## config.mk

```make
export PLATFORM = sky130hd
export DESIGN_NAME = data_mem_arbiter
export DESIGN_NICKNAME = d
export VERILOG_FILES = /design/src/rtl/data_mem_arbiter.sv
export SDC_FILE = /design/constraint.sdc
export NUM_CORES = 1
export LEC_CHECK = 0
export CAP_MARGIN = 20
export CELL_PAD_IN_SITES_DETAIL_PLACEMENT = 2
export CELL_PAD_IN_SITES_GLOBAL_PLACEMENT = 2
export CORE_ASPECT_RATIO = 1.75
export CORE_MARGIN = 3
export CORE_UTILIZATION = 24
export CTS_CLUSTER_SIZE = 20
export DETAILED_ROUTE_END_ITERATION = 8
export GPL_TIMING_DRIVEN = 0
export PLACE_DENSITY_LB_ADDON = 0.1
export SYNTH_ARGS = -nofsm -noshare
export SYNTH_HDL_FRONTEND = slang
export SYNTH_SLANG_ARGS = --single-unit
export TNS_END_PERCENT = 20
```

## constraint.sdc

```tcl
create_clock -name CLK -period 3.8 [get_ports CLK]
set_input_delay 0.38 -clock CLK [delete_from_list [all_inputs] [get_ports CLK]]
set_output_delay 0.38 -clock CLK [all_outputs]
set_load 0.02 [all_outputs]
```

## src/rtl/data_mem_arbiter.sv

```systemverilog
// data_mem_arbiter: serialises per-core data-memory requests onto one
// synchronous single-port RAM. Only one access is in flight at a time, and
// each access walks the states IDLE -> ACCESS -> CAPTURE -> ACK.
//
// Ports:
//   CLK, RSTn      clock (rising edge) and asynchronous active-low reset
//   Mem_Ctrl_bus   per-core command, core i on [4i+3:4i] (READ/WRITE request)
//   DAddress_bus   per-core address, core i on [8i+7:8i]
//   Ddout_bus      per-core write data, core i on [8i+7:8i]
//   Ddin           read data broadcast to all cores (holds the last read)
//   dacq           per-core one-cycle acknowledge
//   ram_addr/ram_wdata/ram_we/ram_re  RAM request side
//   ram_rdata      RAM read data, valid the cycle after ram_re
//   grant_id       index of the core being serviced (held after completion)
//   arb_busy       high whenever the FSM is not in IDLE
//
// Build option: define DMARB_FIXED_PRIO_EN to replace round-robin with
// fixed lowest-index-first priority. Timing is identical in both builds.
module data_mem_arbiter #(
  parameter int NCORES = 4
) (
  input  logic                  CLK,
  input  logic                  RSTn,
  input  logic [4*NCORES-1:0]   Mem_Ctrl_bus,
  input  logic [8*NCORES-1:0]   DAddress_bus,
  input  logic [8*NCORES-1:0]   Ddout_bus,
  output logic [7:0]            Ddin,
  output logic [NCORES-1:0]     dacq,
  output logic [7:0]            ram_addr,
  output logic [7:0]            ram_wdata,
  output logic                  ram_we,
  output logic                  ram_re,
  input  logic [7:0]            ram_rdata,
  output logic [2:0]            grant_id,
  output logic                  arb_busy
);

  localparam int unsigned IDW = 3;
  localparam int unsigned DW  = 8;
  localparam int unsigned CW  = 4;

  // Command codes; any other value (including idle 4'h0) is no request.
  localparam logic [CW-1:0] MEM_READ  = 4'h1;
  localparam logic [CW-1:0] MEM_WRITE = 4'h2;

  localparam logic [IDW-1:0] LAST_RST = IDW'(NCORES - 1);

  typedef enum logic [1:0] {
    S_IDLE,
    S_ACCESS,
    S_CAPTURE,
    S_ACK
  } state_t;

  state_t state, state_d;

  logic [NCORES-1:0] req;
  logic              found;
  logic [IDW-1:0]    sel;
  logic [CW-1:0]     sel_ctrl;
  logic [DW-1:0]     sel_addr;
  logic [DW-1:0]     sel_wdata;

  logic [IDW-1:0]    last, last_d;
  logic              is_write, is_write_d;
  logic [IDW-1:0]    grant_d;
  logic [DW-1:0]     addr_d, wdata_d, ddin_d;
  logic              we_d, re_d, busy_d;
  logic [NCORES-1:0] dacq_d;

  // Per-core request decode.
  always_comb begin
    req = '0;
    for (int i = 0; i < NCORES; i++) begin
      req[i] = (Mem_Ctrl_bus[CW*i +: CW] == MEM_READ) ||
               (Mem_Ctrl_bus[CW*i +: CW] == MEM_WRITE);
    end
  end

`ifdef DMARB_FIXED_PRIO_EN
  // Lowest-index requester wins; scan high to low so the last hit is lowest.
  always_comb begin
    found = 1'b0;
    sel   = '0;
    for (int i = NCORES - 1; i >= 0; i--) begin
      if (req[i]) begin
        found = 1'b1;
        sel   = IDW'(i);
      end
    end
  end
`else
  logic [7:0] req_ext;
  logic [3:0] rr_sum;

  // Round-robin: first requester at last+1, last+2, ... modulo NCORES.
  always_comb begin
    found   = 1'b0;
    sel     = '0;
    rr_sum  = '0;
    req_ext = 8'(req);
    for (int k = 1; k <= NCORES; k++) begin
      rr_sum = 4'(last) + 4'(k);
      if (rr_sum >= 4'(NCORES)) begin
        rr_sum = rr_sum - 4'(NCORES);
      end
      if (!found && req_ext[rr_sum[2:0]]) begin
        found = 1'b1;
        sel   = rr_sum[2:0];
      end
    end
  end
`endif

  // Payload of the selected core.
  always_comb begin
    sel_ctrl  = '0;
    sel_addr  = '0;
    sel_wdata = '0;
    for (int i = 0; i < NCORES; i++) begin
      if (sel == IDW'(i)) begin
        sel_ctrl  = Mem_Ctrl_bus[CW*i +: CW];
        sel_addr  = DAddress_bus[DW*i +: DW];
        sel_wdata = Ddout_bus[DW*i +: DW];
      end
    end
  end

  // Next state and next values of every registered output.
  always_comb begin
    state_d    = state;
    last_d     = last;
    is_write_d = is_write;
    grant_d    = grant_id;
    addr_d     = ram_addr;
    wdata_d    = ram_wdata;
    ddin_d     = Ddin;
    we_d       = 1'b0;
    re_d       = 1'b0;
    dacq_d     = '0;

    unique case (state)
      S_IDLE: begin
        if (found) begin
          grant_d    = sel;
`ifndef DMARB_FIXED_PRIO_EN
          last_d     = sel;
`endif
          is_write_d = (sel_ctrl == MEM_WRITE);
          addr_d     = sel_addr;
          wdata_d    = sel_wdata;
          we_d       = (sel_ctrl == MEM_WRITE);
          re_d       = (sel_ctrl != MEM_WRITE);
          state_d    = S_ACCESS;
        end
      end
      S_ACCESS: begin
        state_d = S_CAPTURE;
      end
      S_CAPTURE: begin
        // RAM data for the read strobed in ACCESS is valid now.
        if (!is_write) begin
          ddin_d = ram_rdata;
        end
        dacq_d  = NCORES'(1) << grant_id;
        state_d = S_ACK;
      end
      S_ACK: begin
        state_d = S_IDLE;
      end
      default: begin
        state_d = S_IDLE;
      end
    endcase

    busy_d = (state_d != S_IDLE);
  end

  // State register.
  always_ff @(posedge CLK or negedge RSTn) begin
    if (!RSTn) begin
      state <= S_IDLE;
    end else begin
      state <= state_d;
    end
  end

  // Output and datapath registers.
  always_ff @(posedge CLK or negedge RSTn) begin
    if (!RSTn) begin
      last      <= LAST_RST;
      is_write  <= 1'b0;
      grant_id  <= '0;
      ram_addr  <= '0;
      ram_wdata <= '0;
      ram_we    <= 1'b0;
      ram_re    <= 1'b0;
      Ddin      <= '0;
      dacq      <= '0;
      arb_busy  <= 1'b0;
    end else begin
      last      <= last_d;
      is_write  <= is_write_d;
      grant_id  <= grant_d;
      ram_addr  <= addr_d;
      ram_wdata <= wdata_d;
      ram_we    <= we_d;
      ram_re    <= re_d;
      Ddin      <= ddin_d;
      dacq      <= dacq_d;
      arb_busy  <= busy_d;
    end
  end

endmodule

```

### Yosys cells after proc, flatten, opt, wreduce, memory -nomap -nowiden

Index checks and enable logic that the tools add are counted.

| word-level totals | value |
|---|---|
| register bits | 40 |
| output and inout bits | 34 |
| word-level logic and storage cells | 99 |
| bits of input ports | 90 |

| cells by class | value |
|---|---|
| multiplexer cells | 39 |
| reduce and logical (&&, ||, !) cells | 15 |
| shifts and indexed selects | 1 |
| $lt $le $gt $ge | 8 |
| add/sub/neg operators | 8 |
| bitwise operators | 1 |
| equality and inequality tests | 16 |

Operator list:

| operator | count |
|---|---|
| $mux W8 | 8 |
| $mux W3 | 8 |
| $eq A4 B2 Y1 const B | 5 |
| $mux W4 | 5 |
| $eq A4 B1 Y1 const B | 4 |
| $ge A4 B3 Y1 const B | 4 |
| $lt A3 B4 Y1 const B | 4 |
| $bmux W1 S3 | 4 |
| $mux W1 | 12 |
| $sub A3 B3 Y3 const B | 4 |
| $add A3 B2 Y4 const B | 2 |
| $pmux W2 S4 | 1 |
| $eq A3 B2 Y1 const B | 2 |
| $add A3 B1 Y4 const B | 1 |
| $add A3 B3 Y4 const B | 1 |
| $eq A2 B2 Y1 const B | 2 |
| $logic_or A1 B1 Y1 | 4 |
| $ne A4 B2 Y1 const B | 1 |
| $reduce_and A2 Y1 | 2 |
| $shl A1 B3 Y4 const A | 1 |
| $eq A3 B1 Y1 const B | 1 |
| $logic_and A1 B1 Y1 | 3 |
| $logic_not A1 Y1 | 3 |
| $logic_not A3 Y1 | 1 |
| other kinds (5) | 5 |

### Logic depth before layout (Yosys ltp)

Gate-level depths: netlist of the first run.

| logic depth | value |
|---|---|
| depth after elaboration | 23 |
| mapped depth | 13 |
| depth with buffers taken out | 9 |

### Least setup slack after synthesis of the first run

Ideal clock, no wire load.

| timing path | value |
|---|---|
| kind | reg2reg |
| start | register last[0] |
| end | register ram_wdata[5] |
| buffers on the path | 3 |
| clock period less this slack | 3.228 ns |
| cell stages (with the launch flop) | 13 |
| arrival | 3.132 ns |
| library setup time | 0.095 ns |
| setup slack | 0.572 ns |
| cells stage by stage | dfstp_2 buf_2 inv_2 buf_1 ha_1 inv_1 o21ai_0 o221ai_1 a22oi_1 o41ai_2 clkbuf_1 a211oi_1 o31ai_1 |

| on the way | value |
|---|---|
| cells in the longest elaborated chain, start to end | 20 |
| elaborated cells on any way between the ends | 47 |
| those cells by class | add/sub (8); order compare (4); eq/ne (3); mux (24); reduce/logical (8) |

Ends and longest elaborated chain:

| what | RTL line | text |
|---|---|---|
| from (decl) | 64 | `logic [IDW-1:0] last, last_d;` |
| from (signal assigned) | 202 | `last <= last_d;` |
| $add A3 B1 Y4 | 103 | `rr_sum = 4'(last) + 4'(k);` |
| $ge A4 B3 Y1 or $sub A3 B3 Y3 (tied branches) | 104, 105 |  |
| $mux W3 | 104 | `if (rr_sum >= 4'(NCORES)) begin` |
| $bmux W1 S3 | 107 | `if (!found && req_ext[rr_sum[2:0]]) begin` |
| $mux W1 (implied by the code) | 107 |  |
| $mux W1 | 107 |  |
| $logic_not A1 Y1 | 107 |  |
| $logic_and A1 B1 Y1 | 107 |  |
| $mux W1 | 107 |  |
| $logic_not A1 Y1 | 107 |  |
| $logic_and A1 B1 Y1 | 107 |  |
| $mux W1 | 107 |  |
| $logic_not A1 Y1 | 107 |  |
| $logic_and A1 B1 Y1 | 107 |  |
| $mux W3 | 107 |  |
| $logic_not A3 Y1 | 121 | `if (sel == IDW'(i)) begin` |
| $mux W8 (4 in series) | 121 |  |
| to (signal assigned) | 206 | `ram_wdata <= wdata_d;` |
| to (decl) | 30 | `output logic [7:0] ram_wdata,` |

Parallel ways exist; a longest one is shown, timed or not. The select of a mux whose other input is x is not followed.
A chain may end at the register's enable or synchronous reset.

### Final worst setup path of the first run

| timing path | value |
|---|---|
| start | register last[0] |
| end | register ram_addr[6] |

| on the way | value |
|---|---|
| cells in the longest elaborated chain, start to end | 20 |
| elaborated cells on any way between the ends | 47 |
| those cells by class | add/sub (8); order compare (4); eq/ne (3); mux (24); reduce/logical (8) |

Ends and longest elaborated chain:

| what | RTL line | text |
|---|---|---|
| $add A3 B1 Y4 | 103 |  |
| $ge A4 B3 Y1 or $sub A3 B3 Y3 (tied branches) | 104, 105 |  |
| $mux W3 | 104 |  |
| $bmux W1 S3 | 107 |  |
| $mux W1 (implied by the code) | 107 |  |
| $mux W1 | 107 |  |
| $logic_not A1 Y1 | 107 |  |
| $logic_and A1 B1 Y1 | 107 |  |
| $mux W1 | 107 |  |
| $logic_not A1 Y1 | 107 |  |
| $logic_and A1 B1 Y1 | 107 |  |
| $mux W1 | 107 |  |
| $logic_not A1 Y1 | 107 |  |
| $logic_and A1 B1 Y1 | 107 |  |
| $mux W3 | 107 |  |
| $logic_not A3 Y1 | 121 |  |
| $mux W8 (4 in series) | 121 |  |
| to (signal assigned) | 205 | `ram_addr <= addr_d;` |
| to (decl) | 29 | `output logic [7:0] ram_addr,` |

Parallel ways exist; a longest one is shown, timed or not. The select of a mux whose other input is x is not followed.

==> impl_metrics.json, run 1 <==
{
  "start_util_pct": 24.7,
  "rsz0062_at_grt": "false",
  "hold_slack_ns": 0.0378,
  "synth_top_family_by_area": "compound AO/OA/AOI/OAI gates",
  "gp_congestion": 0.820,
  "synth_xor_area_share_pct": 2.04,
  "design_area_um2": 4700,
  "grt_usage_pct": 18.5,
  "grt_start_max_net_pins": 22,
  "max_slew_margin_pct": 42.3,
  "die_w_um": 90.5,
  "ys_seq_elements": 39,
  "drive_gt1_share_pct": 14.6,
  "synth_top_area_share_pct": 30.9,
  "fin_ws_ns": 0.321,
  "drtIter0Drc": 55,
  "clock-sinks": 39,
  "fin_crit_sh_pct": 91.5,
  "place_area_um2": 4460,
  "hp-class": "input port to async pin",
  "cap_violations": 0,
  "die_y_um": 154,
  "synth_edf_count": 0,
  "dp_cells": 629,
  "num_antenna_cells": 0,
  "dieArea_um2": 13900,
  "layout.cells.most_common": "clkdlybuf4s50_1",
  "r2r_setup_slack_ns": 0.32,
  "synth_fa_ha_area_share_pct": 2.09,
  "yosys.area.top_type": "dfrtp_1",
  "cp_max_fo": 10,
  "p_per_area_nw_per_um2": 1080,
  "synth_cell_types": 55,
  "tns_ns": 0,
  "grt_pass1_vias": 3827,
  "hold_buffers": 0,
  "final_core_util_pct": 38.7,
  "ant_nets": 0,
  "place.detailed.hpwl_um": 10500,
  "grt_pass1_wl_um": 20400,
  "synthesis.area_um2": 3000,
  "outcome": "finished, final reports clean",
  "vdd_drop_max_uv": 398,
  "syn_nets": 434,
  "drc": 0,
  "num_io_pins": 124,
  "synthMuxAreaShare_pct": 3.71,
  "nets": 567,
  "core.rowCount": 53,
  "synthCells": 339,
  "core_um2": 12100,
  "setup_viol": 0,
  "timing.critical_path.from_type": "flip-flop",
  "hold_violations": 0,
  "wl_per_cell_um": 20.2,
  "synth-compound-area-share_pct": 38.0,
  "first_pass_iters": 4,
  "p_leak_nw": 1.80,
  "fin_cells": 638,
  "cts_tree": "done",
  "critPathCaptureType": "flip-flop",
  "required_ns": 3.95,
  "finalClockSkew_ns": 0.00291,
  "layout_common_cells": "clkdlybuf4s50_1, dfrtp_1, nand2_1",
  "finalPower_mw": 5.07,
  "clock_path_buffers": 2,
  "ys_warn_count": 0,
  "synth_top_flop_cell": "dfrtp_1",
  "tightest_slew_ns": 0.854,
  "root_buffer": "clkbuf_16",
  "synthTopCellsByArea": "dfrtp_1, a2111oi_2, a221oi_1",
  "min_period_ns": 3.48,
  "synthArstFlopShare_pct": 100,
  "synth_simple_gate_area_share_pct": 14.1,
  "cts-htree-levels": 2,
  "viasPerCell": 5.21,
  "avgSynthCellArea_um2": 8.85,
  "wirelength_um": 12900,
  "place_ws_ns": -0.461,
  "fmax_mhz": 287,
  "yosysSeqAreaShare_pct": 32.6,
  "critical_path_class": "flip-flop to flip-flop",
  "insertion_delay_ns": 0.29,
  "clk_pin_slew_ns": 0.06,
  "numCtsBuffers": 5,
  "antenna_found_initial": 0,
  "crit_arrival_ns": 3.63,
  "io_buffers": 123,
  "overflow": 0,
  "vias": 3323,
  "area_delta_synth_final_pct": 56.7,
  "finalMaxSlewViolations": 0
}
[cells in the mapped netlist (3+ instances only)]
cell	n
nor4b_1	5
nor3_1	4
o21ai_0	21
a211o_1	3
dfrtp_1	37
clkbuf_1	16
a21oi_1	9
nor3b_1	4
a221oi_1	17
nand3_1	7
a2111oi_2	13
mux2_2	9
o221ai_1	4
a211oi_1	16
a2111oi_0	3
xor2_1	4
xnor2_1	3
nand2b_1	3
buf_2	6
nand2_1	27
inv_1	23
o31ai_1	17
ha_1	5
a21boi_0	16
nor2_1	26
[final cells by class]
| type | instances | area (um2) |
|---|---|---|
| plain buffers | 27 | 141 |
| clock buffers | 6 | 139 |
| clock inverters | 2 | 16.3 |
| fillers | 1344 | 7440 |
| inverters | 24 | 90.1 |
| multi-input cells | 248 | 1850 |
| flip-flops and latches | 39 | 978 |
| well taps | 165 | 206 |
| repair buffers | 127 | 1270 |
[per-layer routing]
metal | GRT usage, % | vias up | share of wire, %
met1 | 19.3 | 1649 | 37
met5 | 0 | - | 0
li1 | - | 1568 | -
met4 | 6.72 | 0 | 2.3
met3 | 2.40 | 20 | 3.1
met2 | 36.8 | 86 | 57
[worst max-delay path, cell delays in order, from the launching register on]
cell       delay, ns
dfstp_2         0.53
buf_2           0.20
inv_2           0.13
buf_2           0.23
ha_4            0.30
inv_2           0.13
o21ai_0         0.14
o221ai_1        0.20
a22oi_1         0.19
o41a_4          0.63
clkbuf_4        0.26
a2111oi_2       0.30
o31ai_1         0.10
[state kept, by name (all words and copies together) (netlist names)]
signal / count
state: 2
ram_we: 1
Ddin: 8
arb_busy: 1
is_write: 1
dacq: 4
ram_wdata: 8
last: 2
grant_id: 3
ram_re: 1
ram_addr: 8
[kinds of logic after synthesis]
group,count (synthesis)
adder cells (fa/ha/maj),5
multiplexers,10
buffers and inverters,52
flip-flops,39
AND/OR/NAND/NOR,87
AO/OA/AOI/OAI,139
XOR/XNOR,7
[timing repair]
item | CTS | global route
pin swaps | 1 | 1
resized for setup | 12 | 12
gates cloned | 0 | 0
setup endpoints to repair | 23 | 21
setup buffers | 0 | 2
[where the power goes]
part	total [mW]	leakage (nW)	internal, mW	switching [mW]
clock	0.441	0.0731	0.262	0.179
sequential	0.736	0.479	0.625	0.111
combinational	3.89	1.25	1.52	2.38
[final timing paths]
kind / cells after the start / start / endpoint
max in group asynchronous: 2 / RSTn / ram_wdata[3]$_DFFE_PN0P_
min in group CLK: 1 / grant_id[1]$_DFFE_PN0P_ / dacq[0]$_DFF_PN0_
hold / removal: 1 / RSTn / Ddin[1]$_DFFE_PN0P_
hold reg to reg: 1 / grant_id[1]$_DFFE_PN0P_ / dacq[0]$_DFF_PN0_
setup reg to reg: 12 / last[0]$_DFFE_PN1P_ / ram_addr[6]$_DFFE_PN0P_
setup / recovery: 12 / last[0]$_DFFE_PN1P_ / ram_addr[6]$_DFFE_PN0P_
Note: power is estimated with default switching activity, not from simulation.
==> run 2: changes to the inputs <==
- PLACE_DENSITY_LB_ADDON: 0.1 -> 0.15
- SKIP_LAST_GASP: unset -> 1
==> run 2 against run 1 <==
Clock power up 14%; register-to-register slack got worse by 0.15 ns; setup slack worse by 0.15 ns; final cell count increased by 0.16%.
==> impl_metrics.json, run 2 (same netlist as run 1, synthesis figures left out) <==
{
  "outcome": "finished, final reports clean",
  "cap_violations": 0,
  "p_per_area_nw_per_um2": 1090,
  "fin_ws_ns": 0.172,
  "critPathCaptureType": "flip-flop",
  "crit_arrival_ns": 3.83,
  "finalPower_mw": 5.15,
  "overflow": 0,
  "clock_path_buffers": 2,
  "place_ws_ns": -0.504,
  "drive_gt1_share_pct": 14.1,
  "dieArea_um2": 13900,
  "viasPerCell": 5.16,
  "tightest_slew_ns": 0.842,
  "rsz0062_at_grt": "true",
  "fin_crit_sh_pct": 95.5,
  "die_y_um": 154,
  "place.detailed.hpwl_um": 10300,
  "required_ns": 4.00,
  "num_io_pins": 124,
  "wl_per_cell_um": 20.1,
  "finalMaxSlewViolations": 0,
  "final_core_util_pct": 39.1,
  "tns_ns": 0,
  "nets": 568,
  "grt_pass1_wl_um": 19600,
  "clock-sinks": 39,
  "cp_max_fo": 10,
  "vias": 3295,
  "finalClockSkew_ns": 0.00534,
  "start_util_pct": 24.7,
  "grt_usage_pct": 17.8,
  "design_area_um2": 4740,
  "dp_cells": 628,
  "hold_slack_ns": 0.422,
  "core_um2": 12100,
  "insertion_delay_ns": 0.29,
  "die_w_um": 90.5,
  "min_period_ns": 3.63,
  "place_area_um2": 4450,
  "hp-class": "input port to async pin",
  "hold_violations": 0,
  "drc": 0,
  "num_antenna_cells": 0,
  "cts_tree": "done",
  "first_pass_iters": 4,
  "max_slew_margin_pct": 43.1,
  "grt_start_max_net_pins": 39,
  "setup_viol": 0,
  "timing.critical_path.from_type": "flip-flop",
  "cts-htree-levels": 2,
  "numCtsBuffers": 5,
  "top_regs": "Ddin: 8 flops, ram_addr: 8 flops, ram_wdata: 8 flops",
  "core.rowCount": 53,
  "area_delta_synth_final_pct": 58.1,
  "antenna_found_initial": 0,
  "fmax_mhz": 276,
  "drtIter0Drc": 86,
  "layout.cells.most_common": "clkdlybuf4s50_1",
  "p_leak_nw": 1.82,
  "clk_pin_slew_ns": 0.07,
  "grt_pass1_vias": 3748,
  "ant_nets": 0,
  "critical_path_class": "flip-flop to flip-flop",
  "fin_cells": 639,
  "layout_common_cells": "clkdlybuf4s50_1, dfrtp_1, nand2_1",
  "gp_congestion": 0.811,
  "vdd_drop_max_uv": 641,
  "io_buffers": 123,
  "root_buffer": "clkbuf_16",
  "wirelength_um": 12800
}
run 2: path summary, 6_finish.rpt:
kind | startpoint | endpoint | slack (ns) | depth (start not counted)
worst min-delay path | RSTn | ram_addr[7]$_DFFE_PN0P_ | 0.42 | 2
worst max-delay path | last[0]$_DFFE_PN1P_ | ram_addr[1]$_DFFE_PN0P_ | 0.17 | 12
worst max register to register | last[0]$_DFFE_PN1P_ | ram_addr[1]$_DFFE_PN0P_ | 0.17 | 12
max in group asynchronous | RSTn | last[0]$_DFFE_PN1P_ | 2.91 | 3
worst min register to register | grant_id[1]$_DFFE_PN0P_ | dacq[0]$_DFF_PN0_ | 0.50 | 1
min in group CLK | grant_id[1]$_DFFE_PN0P_ | dacq[0]$_DFF_PN0_ | 0.50 | 1
run 2: per-layer routing:
layer	global-route usage, %	vias to the layer above	part of all wire, %
met5	0	-	0
met4	6.28	0	1.8
met3	2.20	17	3.3
met2	35.8	87	58
met1	18.4	1622	37
li1	-	1569	-
run 2: cell type report:
| type | instances | area (um2) |
|---|---|---|
| fillers | 1346 | 7390 |
| well taps | 165 | 206 |
| inverters | 24 | 90.1 |
| clock buffers | 5 | 125 |
| flip-flops and latches | 39 | 978 |
| clock inverters | 3 | 47.5 |
| repair buffers | 127 | 1270 |
| multi-input cells | 248 | 1880 |
| plain buffers | 28 | 144 |
run 2: report_power, final:
part | internal [mW] | switching, mW | total (mW)
sequential | 0.625 | 0.119 | 0.744
clock | 0.314 | 0.188 | 0.501
combinational | 1.52 | 2.38 | 3.90
run 2: what timing repair did:
| item | CTS | global route |
|---|---|---|
| pin swaps | 1 | 2 |
| hold endpoints to repair | 1 | 0 |
| hold buffers | 1 | 0 |
| gates resized for setup | 7 | 20 |
| endpoints found under the setup margin | 23 | 21 |
| setup buffers | 1 | 1 |
run 2: worst max-delay path, cell delays in order, from the launching register on:
cell	delay [ns]
dfstp_2	0.54
buf_2	0.20
inv_2	0.15
buf_2	0.22
ha_2	0.38
inv_1	0.21
a21oi_2	0.09
o22ai_1	0.39
nand3_1	0.38
clkbuf_2	0.31
a21boi_0	0.39
a2111oi_4	0.09
o31ai_1	0.20
